--- src/rtl/itcm_ctrl_pkg.sv ---
// ============================================================================
//  Module  : itcm_ctrl_pkg
//  Purpose : Shared sizing defaults, constants and helpers for the ITCM
//            fetch responder (itcm_ctrl) and its response buffer.
//            Also provides the default values of ITCM_ADDR_WIDTH, ITCM_RAM_DW
//            and ITCM_RAM_AW, unless they are already defined.
//  Options : ITCM_RSP_ERR_EN (see itcm_ctrl)
//  Revision: 1.0 - initial release
// ============================================================================
`default_nettype none

`ifndef ITCM_ADDR_WIDTH
`define ITCM_ADDR_WIDTH 16
`endif
`ifndef ITCM_RAM_DW
`define ITCM_RAM_DW 32
`endif
`ifndef ITCM_RAM_AW
`define ITCM_RAM_AW (`ITCM_ADDR_WIDTH - 2)
`endif

package itcm_ctrl_pkg;

    // Response buffer depth and the width of its occupancy counter (0..2).
    localparam int unsigned c_BUF_DEPTH = 2;
    localparam int unsigned c_CNT_W     = 2;

    typedef logic [c_CNT_W-1:0] buf_cnt_t;

    // A new command may only be accepted if every read already issued or
    // buffered still has a guaranteed buffer slot: count + pend < depth.
    function automatic logic cmd_slot_free(input buf_cnt_t count, input logic pend);
        logic [c_CNT_W:0] w_used;
        w_used = {1'b0, count} + {{c_CNT_W{1'b0}}, pend};
        return (w_used < (c_CNT_W+1)'(c_BUF_DEPTH));
    endfunction

endpackage : itcm_ctrl_pkg

`default_nettype wire

--- src/rtl/itcm_rsp_buf.sv ---
// ============================================================================
//  Module  : itcm_rsp_buf
//  Purpose : 2-entry in-order FIFO holding SRAM read data that could not be
//            delivered to the IFU in the cycle it arrived.
//  Ports   : clk, rst_n      - clock, asynchronous active-low reset
//            i_push, i_din   - enqueue i_din at the tail
//            i_pop           - remove the head
//            o_head          - current head entry (valid when o_count != 0)
//            o_count         - occupancy 0..2
//  Revision: 1.0 - initial release
// ============================================================================
`default_nettype none

module itcm_rsp_buf
    import itcm_ctrl_pkg::*;
#(
    parameter int unsigned W = 32
) (
    input  logic         clk,
    input  logic         rst_n,
    input  logic         i_push,
    input  logic         i_pop,
    input  logic [W-1:0] i_din,
    output logic [W-1:0] o_head,
    output buf_cnt_t     o_count
);

    logic [W-1:0] r_mem [c_BUF_DEPTH];
    logic         r_wr_ptr;
    logic         r_rd_ptr;
    buf_cnt_t     r_count;

    always_ff @(posedge clk or negedge rst_n) begin
        if (!rst_n) begin
            for (int i = 0; i < int'(c_BUF_DEPTH); i++) begin
                r_mem[i] <= '0;
            end
            r_wr_ptr <= 1'b0;
            r_rd_ptr <= 1'b0;
            r_count  <= '0;
        end else begin
            if (i_push) begin
                r_mem[r_wr_ptr] <= i_din;
                r_wr_ptr        <= ~r_wr_ptr;
            end
            if (i_pop) begin
                r_rd_ptr <= ~r_rd_ptr;
            end
            // Simultaneous push and pop leaves the occupancy unchanged.
            case ({i_push, i_pop})
                2'b10:   r_count <= r_count + 1'b1;
                2'b01:   r_count <= r_count - 1'b1;
                default: r_count <= r_count;
            endcase
        end
    end

    assign o_head  = r_mem[r_rd_ptr];
    assign o_count = r_count;

endmodule : itcm_rsp_buf

`default_nettype wire

--- src/rtl/itcm_ctrl.sv ---
// ============================================================================
//  Module  : itcm_ctrl
//  Purpose : Responder end of the IFU-to-ITCM fetch interface. Converts
//            valid/ready fetch commands into single-cycle SRAM reads and
//            returns the words in order, with a 2-entry buffer absorbing
//            response backpressure.
//  Ports   : clk, rst_n                        - clock, async active-low reset
//            ifu2itcm_cmd_valid/ready/addr     - fetch command channel
//            ifu2itcm_rsp_valid/ready/rdata    - fetch response channel
//            ifu2itcm_rsp_err                  - misaligned flag (option only)
//            itcm_ram_cs/addr/dout             - SRAM macro interface
//  Options : ITCM_RSP_ERR_EN - when defined, a fetch with addr[1:0] != 0 is
//            flagged on ifu2itcm_rsp_err alongside its response.
//  Revision: 1.0 - initial release
// ============================================================================
`default_nettype none

`ifndef ITCM_ADDR_WIDTH
`define ITCM_ADDR_WIDTH 16
`endif
`ifndef ITCM_RAM_DW
`define ITCM_RAM_DW 32
`endif

module itcm_ctrl
    import itcm_ctrl_pkg::*;
#(
    parameter int unsigned ADDR_W = `ITCM_ADDR_WIDTH,
    parameter int unsigned DW     = `ITCM_RAM_DW,
    parameter int unsigned RAM_AW = ADDR_W - 2
) (
    input  logic              clk,
    input  logic              rst_n,
    input  logic              ifu2itcm_cmd_valid,
    output logic              ifu2itcm_cmd_ready,
    input  logic [ADDR_W-1:0] ifu2itcm_cmd_addr,
    output logic              ifu2itcm_rsp_valid,
    input  logic              ifu2itcm_rsp_ready,
    output logic [DW-1:0]     ifu2itcm_rsp_rdata,
`ifdef ITCM_RSP_ERR_EN
    output logic              ifu2itcm_rsp_err,
`endif
    output logic              itcm_ram_cs,
    output logic [RAM_AW-1:0] itcm_ram_addr,
    input  logic [DW-1:0]     itcm_ram_dout
);

`ifdef ITCM_RSP_ERR_EN
    localparam int unsigned c_BUF_W = DW + 1;
`else
    localparam int unsigned c_BUF_W = DW;
`endif

    logic               r_pend;
    logic               w_cmd_hs;
    logic               w_buf_empty;
    logic               w_push;
    logic               w_pop;
    logic [c_BUF_W-1:0] w_push_data;
    logic [c_BUF_W-1:0] w_head;
    buf_cnt_t           w_count;

    // cmd_ready depends on registered state only, so no comb path from valid.
    assign ifu2itcm_cmd_ready = cmd_slot_free(w_count, r_pend);
    assign w_cmd_hs           = ifu2itcm_cmd_valid & ifu2itcm_cmd_ready;

    assign itcm_ram_cs   = w_cmd_hs;
    assign itcm_ram_addr = ifu2itcm_cmd_addr[ADDR_W-1:2];

    always_ff @(posedge clk or negedge rst_n) begin
        if (!rst_n) begin
            r_pend <= 1'b0;
        end else begin
            r_pend <= w_cmd_hs;
        end
    end

    assign w_buf_empty = (w_count == '0);

    // SRAM data bypasses the buffer only when nothing is queued ahead of it
    // and the IFU takes it immediately; otherwise it must be captured now,
    // because the SRAM output is only valid for this one cycle.
    assign w_push = r_pend & ~(w_buf_empty & ifu2itcm_rsp_ready);
    assign w_pop  = ~w_buf_empty & ifu2itcm_rsp_ready;

    assign ifu2itcm_rsp_valid = ~w_buf_empty | r_pend;
    assign ifu2itcm_rsp_rdata = w_buf_empty ? itcm_ram_dout : w_head[DW-1:0];

`ifdef ITCM_RSP_ERR_EN
    logic r_pend_err;

    always_ff @(posedge clk or negedge rst_n) begin
        if (!rst_n) begin
            r_pend_err <= 1'b0;
        end else begin
            r_pend_err <= w_cmd_hs & (ifu2itcm_cmd_addr[1:0] != 2'b00);
        end
    end

    assign w_push_data      = {r_pend_err, itcm_ram_dout};
    assign ifu2itcm_rsp_err = w_buf_empty ? r_pend_err : w_head[DW];
`else
    // Byte offset is dropped: misaligned fetches read the enclosing word.
    logic w_unused_addr_lsb;
    assign w_unused_addr_lsb = ^ifu2itcm_cmd_addr[1:0];
    assign w_push_data       = itcm_ram_dout;
`endif

    itcm_rsp_buf #(
        .W (c_BUF_W)
    ) u_rsp_buf (
        .clk     (clk),
        .rst_n   (rst_n),
        .i_push  (w_push),
        .i_pop   (w_pop),
        .i_din   (w_push_data),
        .o_head  (w_head),
        .o_count (w_count)
    );

endmodule : itcm_ctrl

`default_nettype wire

--- config.mk ---
export PLATFORM = sky130hd
export DESIGN_NAME = itcm_ctrl
export DESIGN_NICKNAME = d
export VERILOG_FILES = /design/src/rtl/itcm_ctrl_pkg.sv /design/src/rtl/itcm_rsp_buf.sv /design/src/rtl/itcm_ctrl.sv
export SDC_FILE = /design/constraint.sdc
export NUM_CORES = 1
export LEC_CHECK = 0
export BUFFER_PORTS_ARGS = -buffer_cell sky130_fd_sc_hd__buf_2
export CAP_MARGIN = 10
export CORE_MARGIN = 1.5
export CORE_UTILIZATION = 50
export DETAILED_ROUTE_END_ITERATION = 10
export GPL_ROUTABILITY_DRIVEN = 0
export HOLD_SLACK_MARGIN = 0.05
export PLACE_DENSITY_LB_ADDON = 0.1
export SYNTH_ARGS = -nofsm -noshare
export SYNTH_HDL_FRONTEND = slang
export SYNTH_SLANG_ARGS = --single-unit
--- constraint.sdc ---
create_clock -name clk -period 2 [get_ports clk]
set_clock_uncertainty 0.1 [all_clocks]
set_input_delay 0.1 -clock clk [delete_from_list [all_inputs] [get_ports clk]]
set_output_delay 0.1 -clock clk [all_outputs]
set_load 0.005 [all_outputs]
==> results.toml <==
[global_routing]
grt_max_degree = 70
track_usage = 0.1950
overflow = 0
grt_first_pass_wirelength_mm = 11.38
antenna_found_initial = 0
grt_pass1_vias = 2352

[synth]
muxShareOfSynthArea = 0.3468
ys_async_sr_fraction = 1.000
yosysTopAreaCellShare = 0.4729
avgSynthCellArea_sq_um = 13.13
synth-compound-area-share = 0.04524
ys_seq_elements = 69
synth_area_leaders = "dfrtp_1 (47%), mux2_4 (25%), mux2i_1 (8.8%)"
synthXorXnorAreaFrac = 0.01199
synth_edf_count = 0
synthSimpleGateAreaFrac = 0.05620
synth_top_flop_cell = "dfrtp_1"
synth_warnings = 0
synthAdderAreaFrac = 0.003427
netlist_instances = 278
ys_seq_area_frac = 0.4729
synth_cell_types = 21
yosysTopAreaCell = "dfrtp_1"
syn-num-nets = 331
synth_top_family_by_area = "multiplexers"
mappedNetlistArea_sq_um = 3651

[worst_hold_path]
whs_path_depth = 0
hold_path_end = "itcm_ram_addr[1]"
worstHoldStart = "ifu2itcm_cmd_addr[3]"
min_path_type = "primary input to output port"

[power_and_ir_drop]
p_int_w = 0.005304
combinationalPowerShare = 0.508
power_density_nw_per_um2 = 1707
pwr-share-seq = 0.322
power.share.switching = 0.3293
max-vdd-ir-drop_mv = 0.9247
p_sw_w = 0.002604
p_leak_nw = 2.232
p_clk_frac = 0.170

[routing]
dr.pass1.iters = 4
wl_mm = 7.478
wl_per_cell_microns = 15.74
vias = 2373
drtIter0Drc = 99
ant_nets = 0
viasPerCell = 4.996
drc = 0

[worst_setup_path]
cp_max_fo = 23
timing.rr.end = "u_rsp_buf.r_mem[53]"
critical_path.reg2reg.startpoint = "u_rsp_buf.r_wr_ptr"
r2r_cells = 3
r2r_slack_ps = 70
cp.arrival_ps = 2050
crit_type = "flop to flop"
endpoint_kind = "flop"
startpoint = "u_rsp_buf.r_wr_ptr"
critPathLaunchType = "flop"
critPathRequiredTime_ps = 2120

[placement]
port_buffers = 70
hpwl_mm = 4.205
place_inst = 423
placed_area_sq_um = 3995

[final_layout]
drive_gt1_frac = 0.4380
final_core_util = 0.6670
diodes = 0
fin_cells = 475
finalInstanceArea_sq_um = 4632
nets = 428
area_delta_synth_final_pct = 26.87

[sta]
fmax_mhz = 519.0
setup_viol = 0
period_share = 0.9634
finalMaxSlewViolations = 0
relSlewSlack = 0.5133
worstMarginPinSlew_ps = 727.8
finalSetupTns_ps = 0
min_period_ps = 1927
hold_viol = 0
rsz0062_at_grt = "no"

[die]
initial_core_util = 0.5258
die_h_microns = 88.45
die_w_microns = 88.45
design.die.area_sq_um = 7823
rows = 30
pin_count = 101
coreArea_sq_um = 6944

[clocking]
clk_pin_slew_ps = 70
htree_levels = 3
cts_root_buf = "clkbuf_8"
clkSinkCount = 69
cts_tree = "yes"
clock_path_buffers = 2
clock_latency_ps = 330
cts_buffers = 9

[job]
cap_violations = 0

[status]
status = "completed"
## metal layers
layer / GRT usage / vias up / part of all wire
met5: 0 / - / 0
met4: 0.05256 / 0 / 0.0049
met3: 0.06250 / 6 / 0.044
met2: 0.3026 / 63 / 0.47
met1: 0.2662 / 1163 / 0.48
li1: - / 1141 / -
## state kept, by name, summed over array words and instances (netlist names)
| register | flops |
|---|---|
| r_pend | 1 |
| u_rsp_buf.o_count | 2 |
| u_rsp_buf.r_mem | 64 |
| u_rsp_buf.r_rd_ptr | 1 |
| u_rsp_buf.r_wr_ptr | 1 |
## kinds of logic (layout without fill, tap and decap cells)
kind of cell / after synthesis / count (layout)
flops: 69 / 69
mux: 96 / 96
fa+ha+maj: 1 / 1
compound gates: 33 / 33
buf+inv: 32 / 133
xor+xnor: 5 / 5
simple gates: 42 / 42
## cells in the final DEF, fill, tap and decap left out
cell and n:
nand2_1 1, nor2_4 1, xnor2_1 3, nor3b_4 1, nor3_4 1, nor2_1 33, inv_6 1, clkinv_2 1
mux2_4 60, inv_1 1, buf_12 3, buf_4 7, dfrtp_2 1, and2_1 2, or2_4 1, nand2b_1 1
buf_2 70, clkbuf_8 9, clkbuf_16 1, or3_1 1, buf_6 1, dfrtp_1 68, mux2_2 4, a21oi_1 33
xor2_1 2, dlygate4sd3_1 35, ha_1 1, clkinvlp_4 1, bufinv_16 3, mux2i_1 32
## cell type report
type                            count  area [sq um]
Tap cell                           96         120.1
Clock inverter                      6         111.4
Clock buffer                        9         123.9
Fill cell                         529          2312
Inverter                            1         3.754
Sequential cell                    69          1728
Timing Repair Buffer              117         849.6
Multi-Input combinational cell    177          1695
## through the flow
| step | hold WS [ps] | setup slack (ps) | total power [W] |
|---|---|---|---|
| floorplan | -295.6 | 347.4 | 0.005273 |
| detailed placement | 52.86 | 59.43 | 0.006330 |
| CTS | 100.0 | 16.26 | 0.007808 |
| global placement | 55.27 | 82.30 | 0.006254 |
| finish | 100.0 | 73.11 | 0.007908 |
| global route | 100.0 | 15.52 | 0.008460 |
## power groups by stage
stage	Sequential [W]	Clock [W]	Combinational (W)
after global routing	0.00263	0.00145	0.00438
after global placement	0.00253	0	0.00372
after CTS	0.00254	0.00138	0.00389
final	0.00255	0.00135	0.00402
after floorplan	0.00244	0	0.00283
after detailed placement	0.00254	0	0.00379
## cells in the mapped netlist (2+ instances only)
cell,n
buf_2,11
and2_1,2
buf_4,14
buf_6,6
nor2_1,33
mux2_2,4
xnor2_1,3
dfrtp_1,69
xor2_1,2
mux2_4,60
a21oi_1,33
mux2i_1,32
## worst max path at each step
| stage | endpoint | cells past startpoint |
|---|---|---|
| after CTS | ifu2itcm_rsp_rdata[8] | 5 |
| final | u_rsp_buf.r_mem[53] | 3 |
| after global placement | u_rsp_buf.r_mem[37] | 3 |
| after floorplan | u_rsp_buf.o_count[1] | 5 |
| after global routing | u_rsp_buf.r_mem[53] | 3 |
| after detailed placement | u_rsp_buf.r_mem[39] | 3 |
## repair_timing
action | 4_1_cts | 5_1_grt
endpoints found under the hold margin | 135 | 0
endpoints found under the setup margin | 32 | 32
hold buffers | 35 | 0
resized for setup | 3 | 1
cloned | 0 | 2
pin swaps | 0 | 0
setup buffers | 0 | 0
## worst max-delay path: stages, from the launching register on
cell and delay (ps):
dfrtp_1 430, nor3_4 650, buf_12 310, mux2_4 320
No activity file was read; power rests on OpenSTA's default activity.
